===== config.mk =====
export PLATFORM = sky130hd
export DESIGN_NAME = johnson_decoder
export DESIGN_NICKNAME = d
export VERILOG_FILES = /design/src/rtl/johnson_decoder.sv
export SDC_FILE = /design/constraint.sdc
export NUM_CORES = 1
export LEC_CHECK = 0
export ABC_AREA = 1
export CORE_ASPECT_RATIO = 1.5
export CORE_UTILIZATION = 55
export CTS_CLUSTER_DIAMETER = 40
export DETAILED_ROUTE_END_ITERATION = 10
export GPL_TIMING_DRIVEN = 1
export PLACE_DENSITY_LB_ADDON = 0.15
export SYNTH_ARGS = -nofsm -noshare
export SYNTH_HDL_FRONTEND = slang
export SYNTH_SLANG_ARGS = --single-unit

===== constraint.sdc =====
create_clock -name clk -period 7.71 [get_ports clk]
set_clock_uncertainty 0.1 [all_clocks]
set_input_delay 1.1565 -clock clk [delete_from_list [all_inputs] [get_ports clk]]
set_output_delay 1.1565 -clock clk [all_outputs]
set_load 0.005 [all_outputs]

===== src/rtl/johnson_decoder.sv =====
// Decodes and tracks an 8-bit Johnson counter: index decode, successor lock, error pulses.
// Define JOHNSON_DECODER_ERR_CNT_EN to build the saturating error counter; otherwise err_cnt is tied to 0.
module johnson_decoder #(
  parameter int unsigned LOCK_CNT = 2
) (
  input  logic       clk,
  input  logic       reset,
  input  logic [7:0] code_in,
  input  logic       code_valid,
  output logic [3:0] count_out,
  output logic       count_valid,
  output logic       locked,
  output logic       code_err,
  output logic       seq_err,
  output logic [7:0] err_cnt
);

  typedef enum logic {
    SEARCH = 1'b0,
    LOCKED = 1'b1
  } state_e;

  state_e     state_q, state_d;
  logic       ref_valid_q, ref_valid_d;
  logic [7:0] ref_code_q, ref_code_d;
  logic [2:0] match_q, match_d;
  logic [3:0] count_q, count_d;
  logic       count_valid_q, count_valid_d;
  logic       code_err_q, code_err_d;
  logic       seq_err_q, seq_err_d;

  // A legal Johnson word has at most one 0/1 boundary between adjacent bits.
  logic [6:0] edges;
  logic       is_legal;
  logic       is_succ;
  logic [3:0] ones;
  logic [3:0] index;
  logic [2:0] match_inc;

  always_comb begin
    edges     = code_in[6:0] ^ code_in[7:1];
    is_legal  = (edges & (edges - 7'd1)) == 7'd0;
    is_succ   = ref_valid_q && (code_in == {ref_code_q[6:0], ~ref_code_q[7]});
    ones      = 4'd0;
    for (int i = 0; i < 8; i++) ones = ones + {3'd0, code_in[i]};
    index     = code_in[7] ? 4'(5'd16 - {1'b0, ones}) : ones;
    match_inc = match_q + 3'd1;
  end

  always_comb begin
    // NOTE: every signal gets a default first so no path leaves one unassigned and infers a latch.
    state_d       = state_q;
    ref_valid_d   = ref_valid_q;
    ref_code_d    = ref_code_q;
    match_d       = match_q;
    count_d       = count_q;
    count_valid_d = count_valid_q;
    code_err_d    = 1'b0;
    seq_err_d     = 1'b0;

    if (code_valid) begin
      if (!is_legal) begin
        code_err_d    = 1'b1;
        count_valid_d = 1'b0;
        state_d       = SEARCH;
        match_d       = 3'd0;
      end else begin
        count_d       = index;
        count_valid_d = 1'b1;
        ref_code_d    = code_in;
        ref_valid_d   = 1'b1;
        unique case (state_q)
          SEARCH: begin
            if (ref_valid_q && is_succ) begin
              if (match_inc == 3'(LOCK_CNT)) begin
                state_d = LOCKED;
                match_d = 3'd0;
              end else begin
                match_d = match_inc;
              end
            end else begin
              match_d = 3'd0;
            end
          end
          LOCKED: begin
            if (!is_succ) begin
              seq_err_d = 1'b1;
              state_d   = SEARCH;
              match_d   = 3'd0;
            end
          end
          default: state_d = SEARCH;
        endcase
      end
    end
  end

  // NOTE: state registers use non-blocking assignments so every flop samples pre-edge values.
  always_ff @(posedge clk) begin
    if (reset) begin
      state_q       <= SEARCH;
      ref_valid_q   <= 1'b0;
      ref_code_q    <= 8'd0;
      match_q       <= 3'd0;
      count_q       <= 4'd0;
      count_valid_q <= 1'b0;
      code_err_q    <= 1'b0;
      seq_err_q     <= 1'b0;
    end else begin
      state_q       <= state_d;
      ref_valid_q   <= ref_valid_d;
      ref_code_q    <= ref_code_d;
      match_q       <= match_d;
      count_q       <= count_d;
      count_valid_q <= count_valid_d;
      code_err_q    <= code_err_d;
      seq_err_q     <= seq_err_d;
    end
  end

`ifdef JOHNSON_DECODER_ERR_CNT_EN
  logic [7:0] err_cnt_q;

  always_ff @(posedge clk) begin
    if (reset) begin
      err_cnt_q <= 8'd0;
    end else if ((code_err_d || seq_err_d) && (err_cnt_q != 8'hFF)) begin
      err_cnt_q <= err_cnt_q + 8'd1;
    end
  end

  assign err_cnt = err_cnt_q;
`else
  assign err_cnt = 8'd0;
`endif

  assign count_out   = count_q;
  assign count_valid = count_valid_q;
  assign locked      = (state_q == LOCKED);
  assign code_err    = code_err_q;
  assign seq_err     = seq_err_q;

endmodule


==> impl_metrics.ini <==
[min_path]
holdPathStages = 2
hold_start = ref_code_q[5]$_SDFFE_PP0P_
hold_path.class = reg2reg
whs_endpoint = ref_code_q[5]$_SDFFE_PP0P_

[sta]
fmax_ghz = 0.219
rsz0062_at_grt = no
final_max_slew_viol_count = 0
tns_ns = 0
period_share_pct = 59.3
setup_violations = 0
holdWs_ns = 0.378
hold_violations = 0
fin_crit_ns = 4.57

[logic_synthesis]
synth_warnings = 0
syn-cell-area_um2 = 1420
yosys.area.top_type = dfxtp_1
synthCells = 204
yosysSeqAreaShare_pct = 28.2
synth_top_area_share_pct = 28.2
synth_edf_count = 0
synth_seq_cells = 20
avgSynthCellArea_um2 = 6.96
ys_types = 29
ys.flop_type = dfxtp_1
synthTopCellsByArea = dfxtp_1, nand2_1, inv_1, ha_1, a21oi_1
async_reset_ff_share_pct = 0

[layout]
area_growth_pct = 13.1
final_cells = 244
n_antenna_cell = 0
drive_above_1_share_pct = 9.09
nets = 243

[worst_setup_path]
timing.rr.start = ref_code_q[4]$_SDFFE_PP0P_
cp-end-kind = register
required_ns = 7.80
crit_fanout = 7
rrSetupSlack_ns = 6.09
worstSetupPathType = in2reg
start_kind = primary input
ff2ff_path_depth = 11
cp.arrival_ns = 4.66
reg2reg_to = match_q[2]$_SDFFE_PP0P_

[drt]
wl_per_cell_um = 12.7
drt-total-wl_mm = 3.09
antenna_left = 0
vias_per_cell = 5.14
vias = 1254
dr.pass1.iters = 4
drc = 0
drtIter0Drc = 20

[grt]
gr-usage-all-layers_pct = 25.5
antenna_found_initial = 0
grt_overflow = 0
grt_first_pass_wirelength_mm = 5.43
grt_max_degree = 16
grt_pass1_vias = 1269

[pwr]
p_per_area_nw_per_um2 = 176
p_leak_uw = 0.000754
peakVddDrop_uv = 119
p_total_uw = 282

[die]
start_util_pct = 58.0
row_count = 22
fp.coreArea_um2 = 2450
fp.dieW_um = 43.5
io_pins = 27
dieArea_um2 = 2790
die_height_um = 64.2

[cts]
clk_latency_ns = 0.30
cts_resized = 0
cts_tree = yes
clkTransAtPathRegs_ns = 0.12
htreeDepth = 1
post_cts_buffers = 0
ctsLongestPathBuffers = 2
cts-hold-fix-buffers = 0
cts_sinks = 20
numCtsBuffers = 3
cts_root_buffer = clkbuf_4

[placed_design]
place.gp.congestion = 0.881
post-dp-hpwl_mm = 2.58
dp_cells = 240
portBuffers = 18

[run]
max_cap_viol_count = 0

[run_status]
outcome = completed
per-stage QoR:
stage,util [%],cell area [µm²],worst slack [ns]
after CTS,65.6,1610,3.13
after floorplan,-,1450,3.62
after global routing,65.6,1610,2.93
after global placement,63.4,1550,2.90
final,65.6,1610,3.14
after detailed placement,63.4,1550,2.80
final cells by class:
type | count | area (µm²)
fill | 240 | 843
multi-input combinational | 146 | 823
sequential | 20 | 400
timing repair buffer | 18 | 180
inverter | 32 | 120
clock inverter | 1 | 30.0
tap | 24 | 30.0
clock buffer | 3 | 22.5
worst max-delay path: stages:
cell and delay (ns):
clkdlybuf4s50_1 0.60, inv_2 0.10, fa_1 0.52, fa_1 0.43
fa_1 0.50, inv_1 0.04, ha_1 0.19, inv_1 0.09
fa_1 0.46, ha_1 0.22, nor2_1 0.12, xor2_1 0.15
a21oi_1 0.08
power by group:
group	switching, µW	internal, µW	leakage (µW)
Clock	33.3	52.5	0.0000279
Combinational	49.5	35.4	0.000563
Sequential	2.95	109	0.000163
Total	85.7	197	0.000754
cell usage in the layout (no fill, tap or decap), drive strengths merged:
master and count:
bufinv 1, nor2 21, nand2 47, conb 8, nor3 2, clkdlybuf4s50 18, o21ai 15, fa 4
ha 7, nand3 14, nand3b 1, and3 1, xnor2 2, dfxtp 20, clkbuf 3, inv 32
xor2 4, a31oi 1, o21a 1, a21oi 18
Yosys cell counts, types with 2 or more instances:
cell type	number
inv_1	26
nor3_1	2
nor2_2	2
o21ai_1	5
xnor2_1	2
o21ai_0	9
nor2_1	17
nand3_1	11
dfxtp_1	20
inv_2	6
nand2_1	46
buf_6	3
nand3_2	3
a21oi_1	17
buf_4	8
nor2_4	2
ha_1	7
fa_1	4
xor2_1	4
routing by layer:
metal	track usage (%)	wire length, µm
met1	27.3	1190
met2	50.4	1840
met3	2.54	50
met4	6.25	17
met5	0	0
worst max path at each step:
stage | from | to | slack [ns] | depth (start not counted)
finish | code_in[1] | count_out[2]$_SDFFE_PP0P_ | 3.14 | 13
global route | code_in[1] | count_out[2]$_SDFFE_PP0P_ | 2.93 | 13
CTS | code_in[1] | count_out[2]$_SDFFE_PP0P_ | 3.13 | 13
detailed placement | code_in[1] | count_out[2]$_SDFFE_PP0P_ | 2.80 | 13
global placement | code_in[1] | count_out[2]$_SDFFE_PP0P_ | 2.90 | 13
floorplan | code_in[0] | count_out[2]$_SDFFE_PP0P_ | 3.62 | 12
logic make-up after synthesis:
kind of cell / synth area share (%)
AO/OA/AOI/OAI: 13.1
XOR/XNOR: 3.70
adder cells (fa/ha/maj): 11.8
buffers and inverters: 15.7
flip-flops: 28.2
other: 0.264
AND/OR/NAND/NOR: 27.2
registers in the layout, indices dropped and copies added (netlist names):
name,flops
count_valid,1
code_err,1
seq_err,1
count_out,4
ref_valid_q,1
ref_code_q,8
locked,1
match_q,3
(Power assumes the default switching activity.)
